**config.mk**
```make
export PLATFORM = sky130hd
export DESIGN_NAME = writeback_stage
export DESIGN_NICKNAME = d
export VERILOG_FILES = /design/src/rtl/writeback_stage.sv
export SDC_FILE = /design/constraint.sdc
export NUM_CORES = 1
export LEC_CHECK = 0
export CORE_MARGIN = 3
export CORE_UTILIZATION = 65
export CTS_CLUSTER_SIZE = 8
export DETAILED_ROUTE_END_ITERATION = 8
export DONT_BUFFER_PORTS = 1
export GPL_ROUTABILITY_DRIVEN = 1
export PLACE_DENSITY_LB_ADDON = 0.2
export RECOVER_POWER = 100
export SLEW_MARGIN = 25
export SYNTH_ARGS = -nofsm -noshare
export SYNTH_HDL_FRONTEND = slang
export SYNTH_SLANG_ARGS = --single-unit
export TNS_END_PERCENT = 30
```
**constraint.sdc**
```tcl
create_clock -name Clk_In -period 1.84 [get_ports Clk_In]
set_clock_uncertainty 0.15 [all_clocks]
set_input_delay 0.552 -clock Clk_In [delete_from_list [all_inputs] [get_ports Clk_In]]
set_output_delay 0.552 -clock Clk_In [all_outputs]
set_load 0.05 [all_outputs]
```
**src/rtl/writeback_stage.sv**
```systemverilog
// MEM/WB pipeline register: picks and formats the register-file write value,
// flags bad loads and counts retired instructions. All outputs are registered.
module writeback_stage #(
    parameter int XLEN = 32
) (
    input  logic            Clk_In,
    input  logic            Reset_n_In,
    input  logic            Valid_In,
    input  logic            Stall_In,
    input  logic            Flush_In,
    input  logic            Reg_Write_flag_In,
    input  logic [4:0]      RD_Addr_In,
    input  logic [1:0]      WB_Sel_In,
    input  logic [2:0]      Funct3_In,
    input  logic [XLEN-1:0] ALU_Result_In,
    input  logic [XLEN-1:0] Load_Data_In,
    input  logic [XLEN-1:0] PC_Plus4_In,
    input  logic [XLEN-1:0] Imm_In,
    output logic            Valid_Out,
    output logic            Reg_Write_flag_Out,
    output logic [4:0]      RD_Addr_Out,
    output logic [XLEN-1:0] RD_Data_Out,
    output logic            Load_Error_Out,
    output logic [XLEN-1:0] Retired_Count_Out
);

    localparam logic [1:0] SEL_ALU  = 2'b00;
    localparam logic [1:0] SEL_LOAD = 2'b01;
    localparam logic [1:0] SEL_PC4  = 2'b10;

    logic            r_valid;
    logic            r_reg_write;
    logic [4:0]      r_rd_addr;
    logic [XLEN-1:0] r_rd_data;
    logic            r_load_error;
    logic [XLEN-1:0] r_retired_count;

    logic            w_capture;
    logic [7:0]      w_byte;
    logic [15:0]     w_half;
    logic [XLEN-1:0] w_load_value;
    logic            w_funct3_bad;
    logic            w_misaligned;
    logic            w_load_error;
    logic [XLEN-1:0] w_sel_data;
    logic            w_rd_is_x0;

    assign w_capture  = Valid_In & ~Stall_In & ~Flush_In;
    assign w_rd_is_x0 = (RD_Addr_In == 5'd0);

    // Lane extraction from the aligned memory word.
    always_comb begin
        w_byte = Load_Data_In[7:0];
        case (ALU_Result_In[1:0])
            2'b00:   w_byte = Load_Data_In[7:0];
            2'b01:   w_byte = Load_Data_In[15:8];
            2'b10:   w_byte = Load_Data_In[23:16];
            default: w_byte = Load_Data_In[31:24];
        endcase
        w_half = ALU_Result_In[1] ? Load_Data_In[31:16] : Load_Data_In[15:0];
    end

    always_comb begin
        w_load_value = '0;
        w_funct3_bad = 1'b0;
        w_misaligned = 1'b0;
        case (Funct3_In)
            3'b000: w_load_value = {{(XLEN-8){w_byte[7]}}, w_byte};
            3'b100: w_load_value = {{(XLEN-8){1'b0}}, w_byte};
            3'b001: begin
                w_load_value = {{(XLEN-16){w_half[15]}}, w_half};
                w_misaligned = ALU_Result_In[0];
            end
            3'b101: begin
                w_load_value = {{(XLEN-16){1'b0}}, w_half};
                w_misaligned = ALU_Result_In[0];
            end
            3'b010: begin
                w_load_value = Load_Data_In;
                w_misaligned = (ALU_Result_In[1:0] != 2'b00);
            end
            default: w_funct3_bad = 1'b1;
        endcase
    end

    assign w_load_error = (WB_Sel_In == SEL_LOAD) & (w_funct3_bad | w_misaligned);

    always_comb begin
        case (WB_Sel_In)
            SEL_ALU:  w_sel_data = ALU_Result_In;
            SEL_LOAD: w_sel_data = w_load_value;
            SEL_PC4:  w_sel_data = PC_Plus4_In;
            default:  w_sel_data = Imm_In;
        endcase
    end

    // Stall holds everything, so flush and bubbles are only honoured when unstalled.
    always_ff @(posedge Clk_In or negedge Reset_n_In) begin
        if (!Reset_n_In) begin
            r_valid         <= 1'b0;
            r_reg_write     <= 1'b0;
            r_rd_addr       <= '0;
            r_rd_data       <= '0;
            r_load_error    <= 1'b0;
            r_retired_count <= '0;
        end else if (!Stall_In) begin
            if (w_capture) begin
                r_valid      <= 1'b1;
                r_reg_write  <= Reg_Write_flag_In & ~w_load_error & ~w_rd_is_x0;
                r_rd_addr    <= RD_Addr_In;
                r_rd_data    <= (w_load_error | w_rd_is_x0) ? '0 : w_sel_data;
                r_load_error <= w_load_error;
                if (!w_load_error) begin
                    r_retired_count <= r_retired_count + 1'b1;
                end
            end else begin
                r_valid      <= 1'b0;
                r_reg_write  <= 1'b0;
                r_rd_addr    <= '0;
                r_rd_data    <= '0;
                r_load_error <= 1'b0;
            end
        end
    end

    assign Valid_Out          = r_valid;
    assign Reg_Write_flag_Out = r_reg_write;
    assign RD_Addr_Out        = r_rd_addr;
    assign RD_Data_Out        = r_rd_data;
    assign Load_Error_Out     = r_load_error;
    assign Retired_Count_Out  = r_retired_count;

endmodule

```
Word level (Yosys, flattened, before mapping)
Index checks and enable logic that the tools add are counted.

storage, ports and cells
  flip-flop bits (word level) = 72
  word-level logic and storage cells = 46

cells by class
  bitwise gates (word level) = 11
  equal/unequal tests = 8
  reduce and logical (&&, ||, !) cells = 8
  multiplexer cells = 12
  $add $sub $neg = 1

operators with widths
  cell                                                             count
  32-bit case mux with 5 select lines                              1
  32-bit case mux with 3 select lines                              1
  32-bit 2-to-1 mux                                                2
  32-bit by 1-bit adder with 32-bit output, second input constant  1
  8-bit case mux with 3 select lines                               1
  16-bit 2-to-1 mux                                                1
  3-bit == test, second input constant                             2
  1-bit AND                                                        5
  5-bit logical NOT                                                1
  5-bit 2-to-1 mux                                                 1
  5-bit OR reduction                                               1
  2-bit by 1-bit == test with 1-bit output, second input constant  2
  2-bit == test, second input constant                             2
  2-bit logical NOT                                                2
  1-bit 2-to-1 mux                                                 4
  1-bit NOT                                                        4
  3-bit by 1-bit == test with 1-bit output, second input constant  1
  3-bit by 2-bit == test with 1-bit output, second input constant  1
  3-bit logical NOT                                                1
  3-bit AND reduction                                              1
  1-bit OR                                                         2
  1-bit case mux with 2 select lines                               1
  2-bit nonzero test                                               1
  2-bit OR reduction                                               1

Logic depth before layout (Yosys ltp)
  depth in word-level cells = 9
  mapped depth = 6
  depth with buffers taken out = 5

Worst setup path after synthesis
OpenSTA, ideal clock, no wires.

  path type = input to register
  start = input port ALU_Result_In[0]
  end = register r_rd_data[15] (netlist: RD_Data_Out[15])
  required time = 1568 ps
  library setup time = 122 ps
  data arrival time = 1966 ps
  cell stages on the path = 6
  setup slack = -397 ps
  path through = buf_2 -> mux4_2 -> and3b_1 -> clkbuf_1 -> or3b_1 -> a32o_1

on the way
  word-level cells in the longest chain between the ends = 7

RTL lines
  item                                                                                         line  RTL
  start: declaration                                                                           15    input logic [XLEN-1:0] ALU_Result_In,
  parallel branches: the longest is 5 deep, another holds 32-bit case mux with 5 select lines  n/a
  32-bit 2-to-1 mux (*)                                                                        111   r_rd_data <= (w_load_error | w_rd_is_x0) ? '0 : w_sel_data;
  32-bit 2-to-1 mux (*)                                                                        107   if (w_capture) begin
  end signal: assignment                                                                       111
  end: declaration                                                                             34    logic [XLEN-1:0] r_rd_data;

Every way passes the cells marked *.
A chain may end at the register's enable or synchronous reset.

Final worst setup path
  start = register r_retired_count[18] (netlist: Retired_Count_Out[18])
  end = output port Retired_Count_Out[18]

RTL lines
  item                      line  RTL
  start: declaration        36    logic [XLEN-1:0] r_retired_count;
  start signal: assignment  114   r_retired_count <= r_retired_count + 1'b1;
  end: declaration          24    output logic [XLEN-1:0] Retired_Count_Out

No word-level cell between the ends.

==> flow_summary.toml <==
[clock_network]
root_buffer = "clkbuf_8"
clkTransAtPathRegs_ns = 0.09
cts_buffers = 9
cts_tree = "done"
cts_setup_buffers = 0
cts.sinks = 72
h-tree-depth = 3
cts-root-to-sink-buffers = 2
clk_latency_ns = 0.36

[drt]
drtIter0Drc = 379
drc = 0
viasPerCell = 7.46
vias = 4691
drt_first_pass_iters = 5
wl_mm = 16.6
drtAntennaViolNets = 0
wire_per_inst_um = 26.4

[placement]
hpwl_mm = 12.2
post_dp_cell_area_sq_um = 5420
place_ws_ns = -0.396
place_congestion = 0.926
dpl.cell_count = 613
io_buffers = 0

[yosys]
ys_warn_count = 0
synth_top_cell_area_share_pct = 36.2
synth_fp_nets = 651
synthTopCellsByArea = "dfrtp_1 (36%), mux4_2 (8.1%), xor2_1 (4.4%)"
synth_top_area_cell = "dfrtp_1"
async_reset_ff_share_pct = 100
syn-instance-count = 506
ys_seq_area_share_pct = 36.2
ys_types = 51
synth.avg_cell_area_sq_um = 9.83
synth-main-ff-cell = "dfrtp_1"
synth-edff-count = 0
ys_ff_latch = 72
synth_area_sq_um = 4970

[timing]
rsz0062_at_grt = "yes"
report.final.hold_viol_count = 72
setup_tns_ns = 0
setup_viol = 0
fmax_ghz = 0.557
final-max-slew-violation-count = 0
max_slew_margin_pct = 60.6
worstMarginPinSlew_ns = 0.591
post-route-period-util_pct = 97.6
layout_min_cycle_time_ns = 1.80
whs_ns = -0.274
layout_setup_ws_ns = 0.0444

[power_and_ir_drop]
pwr-share-comb_pct = 22.3
power_switching_mw = 1.44
p_clk_share_pct = 32.4
switching_share_pct = 34.5
ir_worst_vdd_v = 0.000608
power.internal_mw = 2.74
seqPwrFrac_pct = 45.3
leakage_nw = 2.41
power.density_nw_per_um2 = 747
totalPowerFinal_mw = 4.18

[final_layout]
multiInputGateArea_sq_um = 3070
layout_common_cells = "dfrtp_1 (72), nand2_1 (39), buf_4 (30)"
seqCellArea_sq_um = 1800
final_common_cell = "dfrtp_1"
fin_cells = 629
nets = 670
diodes = 0
final_area_sq_um = 5600
syn2layout_area_growth_pct = 12.7
final_util_pct = 76.4
n_fill_cell = 516
drive_gt1_share_pct = 20.9

[flow_run]
drv_cap = 0

[critical_path]
crit_path_max_incr_delay_ns = 0.48
cp_slowest_cell = "dfrtp_1"
worstPathMaxFanout = 7
worstSetupPathType = "reg -> out"
cp-start-kind = "register"
crit_chain = "buf_4"
end_kind = "output port"
critPathBufInv = 1
arrival_ns = 1.09
worstPathRequired_ns = 1.14
critPathTopFamily = "flip-flops"

[global_route]
use_met3_pct = 11.7
first_global_vias = 4828
met2_usage_pct = 60.4
antenna_found_initial = 0
overflow = 0
gr-max-usage-layer = "met2"
grt_use_met1_pct = 46.5
grt_usage_pct = 37.7
grt_max_degree = 73
grt_pass1_wl_mm = 25.3

[status]
violations = "hold timing"
outcome = "finished with violations"

[floorplan]
fp.dieW_um = 93.5
initial_core_util_pct = 67.9
fp.dieArea_sq_um = 8740
io_pins = 216
core_sq_um = 7330
die_h_um = 93.5
std_cell_rows = 31

[hold_path]
worst_hold_path_type = "in -> async"
## cells by family (layout without fill, tap and decap cells)
logic type	Yosys count	after routing	share of synthesized area [%]
AO/OA/AOI/OAI	162	162	24.0
XOR/XNOR	31	31	5.46
AND/OR/NAND/NOR	151	151	17.4
flip-flops	72	72	36.2
buffers and inverters	49	73	3.87
multiplexers	40	40	12.7
adder cells (fa/ha/maj)	1	1	0.251
## sequential cells by signal, indices dropped and copies added (netlist names)
name,count
RD_Data_Out,32
Retired_Count_Out,32
RD_Addr_Out,5
Load_Error_Out,1
Reg_Write_flag_Out,1
Valid_Out,1
## layer usage
metal / share of wire [%] / vias up
met5: 0 / -
met4: 3.9 / 0
met3: 13 / 60
met2: 48 / 366
met1: 36 / 2256
li1: - / 2009
## path summary, 6_finish.rpt
check,startpoint,to,cells past startpoint,slack [ns]
min,Reset_n_In,RD_Addr_Out[3],0,-0.27
min in group Clk_In,Stall_In,RD_Data_Out[9],2,0.17
max reg2reg,Retired_Count_Out[1],Retired_Count_Out[26],5,0.12
max,Retired_Count_Out[18],Retired_Count_Out[18],1,0.04
max in group asynchronous,Reset_n_In,RD_Data_Out[6],0,1.71
min reg2reg,Retired_Count_Out[23],Retired_Count_Out[23],1,0.42
## final cells by class
type / count / share of cell area (%)
sequential: 72 / 32.2
clock buffer: 10 / 2.46
timing repair buffer: 55 / 7.01
multi-input combinational: 385 / 54.7
tap: 99 / 2.21
inverter: 2 / 0.134
clock inverter: 6 / 1.29
## power by group through the flow
stage | clock network [mW] | logic (mW) | registers [mW]
CTS | 1.36 | 0.922 | 1.89
detailed placement | 0 | 0.918 | 1.92
finish | 1.36 | 0.931 | 1.90
global placement | 0 | 0.895 | 1.92
global route | 1.42 | 0.987 | 1.91
floorplan | 0 | 0.580 | 2.09
## what timing repair did
action / CTS / global route
endpoints found under the setup margin: 1 / 10
hold endpoints to repair: 72 / 72
gates resized for setup: 1 / 11
## synthesized netlist by cell type, types with 4 or more instances
cell	count
nor4_1	16
and2_1	4
a21oi_1	5
a211oi_1	16
nor3_1	10
clkbuf_1	35
a2111oi_0	7
nand3_1	13
o22ai_1	13
xor2_1	25
dfrtp_1	72
and3_1	17
buf_1	5
a32o_1	19
a21bo_2	8
nand2_1	39
nor2_1	8
o21ai_0	37
a22o_1	7
nor3b_1	17
o31ai_1	7
mux4_2	18
buf_2	7
and4_1	6
o211ai_1	6
o21a_1	18
o2bb2ai_1	6
mux2i_1	18
a22oi_1	8
nand4_1	8
xnor2_1	6
(Power assumes the default switching activity.)
